--- src/rtl/maxnet_pkg.sv ---
// Shared definitions for the Maxnet float32 datapath: field slices, the
// canonical +0 constant and the accumulator state encoding.
package maxnet_pkg;

  localparam logic [31:0] FP_ZERO  = 32'h0000_0000;
  localparam int          SIGN_BIT = 31;
  localparam int          EXP_MSB  = 30;
  localparam int          EXP_LSB  = 23;
  localparam int          MAN_MSB  = 22;

  typedef enum logic [1:0] {
    ST_IDLE  = 2'd0,
    ST_ACCUM = 2'd1,
    ST_DONE  = 2'd2
  } acc_state_t;

endpackage

--- src/rtl/fp_accumulator_adder.sv ---
// Combinational float32 adder: align, add/subtract, renormalise, truncate.
// Zero, denormal, Inf and NaN inputs are not special-cased.
module Adder
  import maxnet_pkg::*;
#(
  parameter int N = 32
) (
  input  logic [N-1:0] a,
  input  logic [N-1:0] b,
  output logic [N-1:0] y
);

  logic        big_a;
  logic [31:0] x;
  logic [31:0] z;
  logic [7:0]  ex;
  logic [7:0]  ez;
  logic [7:0]  sh;
  logic [23:0] mx;
  logic [23:0] mz;
  logic [23:0] mz_al;
  logic [24:0] sum;
  logic [23:0] dif;
  logic [4:0]  lz;
  logic [7:0]  exp_r;
  logic [22:0] frac_r;

  always_comb begin
    // Order operands by magnitude so the subtraction path never goes negative.
    big_a  = a[EXP_MSB:0] >= b[EXP_MSB:0];
    x      = big_a ? a : b;
    z      = big_a ? b : a;
    ex     = x[EXP_MSB:EXP_LSB];
    ez     = z[EXP_MSB:EXP_LSB];
    mx     = {1'b1, x[MAN_MSB:0]};
    mz     = {1'b1, z[MAN_MSB:0]};
    sh     = ex - ez;
    mz_al  = (sh > 8'd23) ? 24'd0 : (mz >> sh);
    sum    = {1'b0, mx} + {1'b0, mz_al};
    dif    = mx - mz_al;
    lz     = 5'd0;
    for (int i = 0; i < 24; i++) begin
      if (dif[i]) lz = 5'(23 - i);
    end
    if (x[SIGN_BIT] == z[SIGN_BIT]) begin
      if (sum[24]) begin
        exp_r  = ex + 8'd1;
        frac_r = sum[23:1];
      end else begin
        exp_r  = ex;
        frac_r = sum[22:0];
      end
    end else begin
      exp_r  = ex - {3'b000, lz};
      frac_r = 23'(dif << lz);
    end
    y = {x[SIGN_BIT], exp_r, frac_r};
  end

endmodule

--- src/rtl/fp_accumulator.sv ---
// Sequential float32 reduction: folds COUNT streamed operands into a running
// sum and presents the (optionally ReLU-clamped) total on a held handshake.
module fp_accumulator
  import maxnet_pkg::*;
#(
  parameter int N     = 32,
  parameter int COUNT = 4,
  parameter bit RELU  = 1'b1
) (
  input  logic                         clk,
  input  logic                         rst,
  input  logic                         start,
  input  logic                         in_valid,
  input  logic [N-1:0]                 in_data,
  output logic                         in_ready,
  output logic                         out_valid,
  output logic [N-1:0]                 out_data,
  input  logic                         out_ready,
  output logic                         busy,
  output acc_state_t                   dbg_state,
  output logic [$clog2(COUNT+1)-1:0]   dbg_cnt
);

  localparam int CW = $clog2(COUNT + 1);

  // Handshakes: a beat transfers on a rising edge where valid && ready.
  // in_ready depends on state only; out_valid/out_data hold until accepted.

  acc_state_t    state_q, state_d;
  logic [N-1:0]  acc_q, acc_d;
  logic [CW-1:0] cnt_q, cnt_d;

  logic [N-1:0]  sum;
  logic [N-1:0]  fold;
  logic [CW-1:0] cnt_inc;
  logic          accept;
  logic          op_zero;
  logic          acc_zero;
  logic          cancel;

  Adder #(.N(N)) u_adder (
    .a (acc_q),
    .b (in_data),
    .y (sum)
  );

  always_ff @(posedge clk) begin
    if (rst) begin
      state_q <= ST_IDLE;
      acc_q   <= FP_ZERO;
      cnt_q   <= '0;
    end else begin
      state_q <= state_d;
      acc_q   <= acc_d;
      cnt_q   <= cnt_d;
    end
  end

  // Exact cancellation must bypass the adder: it cannot normalise a zero mantissa.
  always_comb begin
    accept   = in_valid && in_ready;
    op_zero  = in_data[EXP_MSB:EXP_LSB] == 8'd0;
    acc_zero = acc_q[EXP_MSB:EXP_LSB] == 8'd0;
    cancel   = (in_data[EXP_MSB:0] == acc_q[EXP_MSB:0]) &&
               (in_data[SIGN_BIT] != acc_q[SIGN_BIT]);
    cnt_inc  = cnt_q + CW'(1);
    if (op_zero)       fold = acc_q;
    else if (acc_zero) fold = in_data;
    else if (cancel)   fold = FP_ZERO;
    else               fold = sum;
  end

  always_comb begin
    state_d = state_q;
    acc_d   = acc_q;
    cnt_d   = cnt_q;
    case (state_q)
      ST_IDLE: begin
        if (start) begin
          state_d = ST_ACCUM;
          acc_d   = FP_ZERO;
          cnt_d   = '0;
        end
      end
      ST_ACCUM: begin
        if (accept) begin
          acc_d = fold;
          cnt_d = cnt_inc;
          if (cnt_inc == CW'(COUNT)) state_d = ST_DONE;
        end
      end
      ST_DONE: begin
        if (out_valid && out_ready) state_d = ST_IDLE;
      end
      default: state_d = ST_IDLE;
    endcase
  end

  always_comb begin
    in_ready  = (state_q == ST_ACCUM);
    out_valid = (state_q == ST_DONE);
    busy      = (state_q == ST_ACCUM) || (state_q == ST_DONE);
    out_data  = (RELU && acc_q[SIGN_BIT]) ? FP_ZERO : acc_q;
    dbg_state = state_q;
    dbg_cnt   = cnt_q;
  end

endmodule
--- config.mk ---
export PLATFORM = sky130hd
export DESIGN_NAME = fp_accumulator
export DESIGN_NICKNAME = d
export VERILOG_FILES = /design/src/rtl/maxnet_pkg.sv /design/src/rtl/fp_accumulator_adder.sv /design/src/rtl/fp_accumulator.sv
export SDC_FILE = /design/constraint.sdc
export NUM_CORES = 1
export LEC_CHECK = 0
export CAP_MARGIN = 15
export CORE_MARGIN = 8
export CORE_UTILIZATION = 65
export CTS_CLUSTER_DIAMETER = 120
export DETAILED_ROUTE_END_ITERATION = 7
export DONT_BUFFER_PORTS = 1
export MAX_ROUTING_LAYER = met4
export PLACE_DENSITY = 0.9
export SLEW_MARGIN = 15
export SYNTH_ARGS = -nofsm -noshare
export SYNTH_HDL_FRONTEND = slang
export SYNTH_SLANG_ARGS = --single-unit
export TNS_END_PERCENT = 100
--- constraint.sdc ---
create_clock -name clk -period 13.9 [get_ports clk]
set_input_delay 1.39 -clock clk [delete_from_list [all_inputs] [get_ports clk]]
set_output_delay 1.39 -clock clk [all_outputs]
set_load 0.05 [all_outputs]
* Yosys cells after proc, flatten, opt, wreduce, memory -nomap -nowiden
Cells that the tools add are included.
Cells by class: $add $sub $neg 6, order comparisons 2, equality and inequality tests 11, shifts and indexed selects 2, muxes and demuxes 46, reduce and logical (&&, ||, !) cells 11
Operators with widths (count):
- $mux 32 | 7
- $mux 5 | 24
- $pmux 32 s2 | 1
- $mux 23 | 2
- $eq 31x31->1 | 1
- $ge 31x31->1 | 1
- $mux 31 | 1
- $add 24x24->25 | 1
- $mux 24 | 1
- $shl 24x5->23 | 1
- $shr 24x8->24 | 1
- $sub 24x24->24 | 1
- $logic_not 8->1 | 2
- $mux 8 | 2
- $add 8x1->8 const B | 1
- $gt 8x5->1 const B | 1
- $mux 2 | 4
- $reduce_and 4->1 | 2
- $sub 8x5->8 | 1
- $sub 8x8->8 | 1
- $mux 3 | 2
- $ne 2x1->1 const B | 3
- $pmux 2 s3 | 1
- $pmux 3 s2 | 1
- 12 further kinds | 15
Storage, ports and cells: flip-flop bits (word level) 37, logic and storage cells 81

* Depth between registers and ports, before layout
word-level depth 37, gate-level depth with buffers 50, mapped depth without buffers 43

* By module
A second synthesis with hierarchy kept.
Unflattened totals: cell total of the unflattened synthesis 1531, area, all modules 10908.0 sq um
Modules (own cells, without submodules):
- Adder | instances 1, cells an instance 1190, area an instance 8167.8 sq um, sequential area each 0.0 sq um
- fp_accumulator | instances 1, cells an instance 341, area an instance 2740.1 sq um, sequential area each 740.7 sq um

* Worst setup path after synthesis
No wires, ideal clock.
path type input -> register, from in in_data[24], to reg acc_q[30], library setup time 0.087 ns, data arrival time 10.403 ns, required time 13.813 ns, path slack 3.410 ns, cell stages on the path 45, cell sequence clkbuf_1 inv_1 ha_1 nand4_1 nor4_2 and2_4 nor4_1 nand2_1 clkbuf_1 clkbuf_1 o21a_1 ha_1 nand2_1 nand2b_1 a21oi_1 mux2i_1 a311oi_1 xnor2_1 (+9 left out) nand2_1 o21bai_1 a21oi_1 nor4_2 o211a_1 buf_4 inv_2 buf_4 buf_4 ha_1 nor2b_1 o21ai_0 nand2b_1 a21oi_1 o21ai_0 o21ai_0 mux2_2 o31ai_1
Between the ends: cells in the longest elaborated chain, start to end 37
Ends and longest elaborated chain:
- start: declaration | RTL line fp_accumulator.sv:14 | input logic [N-1:0] in_data,
- $ge 31x31->1 | RTL line fp_accumulator_adder.sv:30 | big_a = a[EXP_MSB:0] >= b[EXP_MSB:0];
- $mux 32, on equally long branches | RTL line fp_accumulator_adder.sv:31, fp_accumulator_adder.sv:32
- $sub 8x8->8 | RTL line fp_accumulator_adder.sv:37 | sh = ex - ez;
- $shr 24x8->24 / $gt 8x5->1 (equally long branches) | RTL line fp_accumulator_adder.sv:38 | mz_al = (sh > 8'd23) ? 24'd0 : (mz >> sh);
- $mux 24 | RTL line fp_accumulator_adder.sv:38
- $sub 24x24->24 | RTL line fp_accumulator_adder.sv:40 | dif = mx - mz_al;
- $mux 5 (24 in a row) | RTL line fp_accumulator_adder.sv:43 | if (dif[i]) lz = 5'(23 - i);
- $sub 8x5->8 | RTL line fp_accumulator_adder.sv:54 | exp_r = ex - {3'b000, lz};
- $mux 8 | RTL line fp_accumulator_adder.sv:45 | if (x[SIGN_BIT] == z[SIGN_BIT]) begin
- $mux 32 | RTL line fp_accumulator.sv:69 | else if (cancel) fold = FP_ZERO;
- $mux 32 | RTL line fp_accumulator.sv:68 | else if (acc_zero) fold = in_data;
- $mux 32 | RTL line fp_accumulator.sv:67 | if (op_zero) fold = acc_q;
- $mux 32 | RTL line fp_accumulator.sv:86 | if (accept) begin
- $pmux 32 s2 | RTL line fp_accumulator.sv:77 | case (state_q)
- end signal: assignment | RTL line fp_accumulator.sv:50 | acc_q <= FP_ZERO;
- end signal: assignment | RTL line fp_accumulator.sv:54 | acc_q <= acc_d;
- end: declaration | RTL line fp_accumulator.sv:30 | logic [N-1:0] acc_q, acc_d;
Parallel ways exist; a longest one is shown, timed or not. The select of a mux whose other input is x is not followed. A chain may end at the register's enable or synchronous reset.

* Worst setup path after layout
from in in_data[23], to reg acc_q[30]
Same word-level chain as after synthesis.

==> qor.txt <==
status: complete, no violations
Via Count: 11000
worst setup path start: in_data[23]
ys flop type: dfxtp_1
Starting DRT DRC Count: 1900
max-slew violations: 0
CTS tree: yes
placed inst area: 9600 um2
Post-Synth Adder-Cell Area: 0.125
Post CTS Setup Buffer Count: 0
number of synthesized flops with an enable pin: 0
area of the multi-input gates: 8180 um2
xor/xnor share of the synthesized area: 0.0467
Area growth, synth to finish: 1.60%
all-layer global routing usage: 0.397
final setup skew: 0.00996 ns
fin nets: 1465
relative slew slack: 0.344
commonest cells after routing, fill and taps aside: 132 x nor2_1, 123 x nand2_1, 115 x o21ai_0, 110 x a21oi_1, 107 x mux2i_1
compound-cell area share of the yosys netlist: 0.285
Mapped Cells: 1395
sequential share of power: 0.146
router iterations before antenna repair: 7
GRT overflow: 0
Clock Tree Root: clkbuf_16
first-pass GRT wire length: 56.5 mm
Synthesized Nets: 1526
CTS max path bufs: 2
final WL: 37.7 mm
critical hold path startpoint: acc_q[0]$_SDFFE_PP0P_
setup repair after global routing missed its margin: false
Reg clk slew, reported paths: 0.07 ns
Via density: 7.21
Clk pwr share: 0.138
Final Cell Area: 9750 um2
Synth Area in Simple Gates: 0.254
most common cell after layout, fill and taps aside: nor2_1
max-cap viol count: 0
fin crit share: 0.843
placed cells: 1511
Port Buffers: 0
GP Congestion: 1.10
Placement Rows: 44
CTS resizes: 0
top-area cell type share of the netlist area: 0.119
die area: 18900 um2
dpl hpwl: 30.0 mm
arrival time at the worst endpoint: 11.91 ns
crit-path max cell delay: 0.69 ns
Die H: 138 um
largest net degree at the start of global routing: 61
Yosys top cell by area: ha_1
Switch Pwr: 508 uW
mean post-synth cell area: 6.88 um2
Finished Layout Cells: 1520
worst setup path category: input port to flip-flop
CP endpoint kind: flip-flop
final setup violating endpoints: 0
Ys Warns: 0
#FFs+latches synth: 37
mapped cell area: 9600 um2
Static Leak: 4.09 nW
Critical R2R Launch: acc_q[23]$_SDFFE_PP0P_
initial antenna violation count: 0
Reg area: 742 um2
maximum fanout along the worst path: 28
core area: 14500 um2
H-tree lvl count: 2
Cell Pwr Density: 92.3 nW/um2
Comb power frac: 0.716
Worst VDD drop: 0.0735 mV
Cell Int Power: 393 uW
I/O pins: 77
Layout fillers: 1336
largest family of logic cells by synthesized area: compound AO/OA/AOI/OAI gates
Post-synth ARST share: 0
multiplexer share of the synthesized area: 0.140
ANT nets after route: 0
drt drc: 0
CTS Hold Bufs: 0
Fmax: 85.4 MHz
CP max stage cell: nor4_2
Worst-Margin Slew: 0.982 ns
sequential element share of the synthesized area: 0.0772
Min Clock Period, post-route: 11.72 ns
CP Launch Type: input port
WP data required: 14.10 ns
HP Class: flip-flop to flip-flop
ranking of synthesized cells by area: ha_1 12%, mux2i_1 11%, dfxtp_1 7.7%
Initial Util: 0.663
sw frac: 0.564
TNS Setup: 0 ns
share of layout cells above drive strength 1: 0.0562
drt wl/cell: 24.8 um
Final Util: 0.674
vias in the first global route: 9864
count of unique library cells instantiated by Yosys: 90
total CTS buffers: 5
Final Hold Vio Count: 0
later-pin clock latency in the skew report: 0.29 ns
Clock Sink Count: 37
die width: 138 um
[kinds of logic after synthesis]
kind of cell    count (synthesis)
xor+xnor                       49
other cells                     1
flops                          37
compound gates                419
simple gates                  492
buf+inv                       174
fa+ha+maj                      94
mux                           129
[synth_stat cells, types with 8 or more instances]
master      n
nand2_1   124
a22oi_1    17
nor4_1     11
a211oi_1   13
a31oi_1    15
nor2_1    132
mux2i_1   107
ha_1       91
a21oi_1   111
and3_1     13
buf_2       8
xor2_1     13
and2_1     11
mux2_2     19
or3_1       9
o21bai_1   11
o21ai_0   115
xnor2_1    35
nand3_1    30
dfxtp_1    37
nor2b_1    55
clkbuf_1   59
o211ai_1   13
inv_1      92
a21o_1     16
nand2b_1   27
or2_2      10
nand4_1    19
nor3_1     24
o31ai_1     9
[flip-flops by register name, indices dropped and copies added (netlist names)]
| register | count |
|---|---|
| acc_q | 32 |
| dbg_state | 2 |
| dbg_cnt | 3 |
[area by class of cell]
cell class,count,share of cell area
Timing Repair Buffer,12,0.00924
Inverter,94,0.0362
Antenna cell,1,0.000257
Sequential cell,37,0.0761
Multi-Input combinational cell,1184,0.839
Clock inverter,2,0.00141
Tap cell,184,0.0236
Clock buffer,6,0.0142
[per-layer routing]
metal	routed length [um]	vias to the layer above	GRT usage
met2	15800	863	0.578
met1	14800	4994	0.505
met5	0	-	-
li1	-	4924	-
met3	4950	179	0.0999
met4	2100	0	0.184
[power by group through the flow]
stage               clock [mW]  combinational [mW]  sequential [mW]
finish                   0.124               0.645            0.132
CTS                      0.123               0.616            0.131
floorplan                    0               0.465            0.125
global route             0.127               0.680            0.132
detailed placement           0               0.612            0.133
global placement             0               0.608            0.133
[metrics by stage]
step	total power [mW]	hold slack [ns]	worst slack (ns)
6_report	0.900	0.476	2.18
5_1_grt	0.939	0.520	1.31
2_1_floorplan	0.590	0.432	3.41
3_3_place_gp	0.740	0.434	2.71
4_1_cts	0.870	0.477	2.55
3_5_place_dp	0.745	0.466	2.29
[critical path, delay by kind of cell]
| kind | cells | cell delay (ns) |
|---|---|---|
| compound gates | 17 | 4.22 |
| xor+xnor | 1 | 0.33 |
| simple gates | 12 | 3.49 |
| mux | 2 | 0.48 |
| buf+inv | 3 | 0.73 |
| fa+ha+maj | 4 | 1.22 |
[worst paths after layout]
path,to,slack [ns],cells past startpoint
setup / recovery,acc_q[30]$_SDFFE_PP0P_,2.18,39
hold / removal,acc_q[0]$_SDFFE_PP0P_,0.48,2
setup reg to reg,acc_q[30]$_SDFFE_PP0P_,2.87,39
hold reg to reg,acc_q[0]$_SDFFE_PP0P_,0.48,2
No activity file was read; power rests on OpenSTA's default activity.
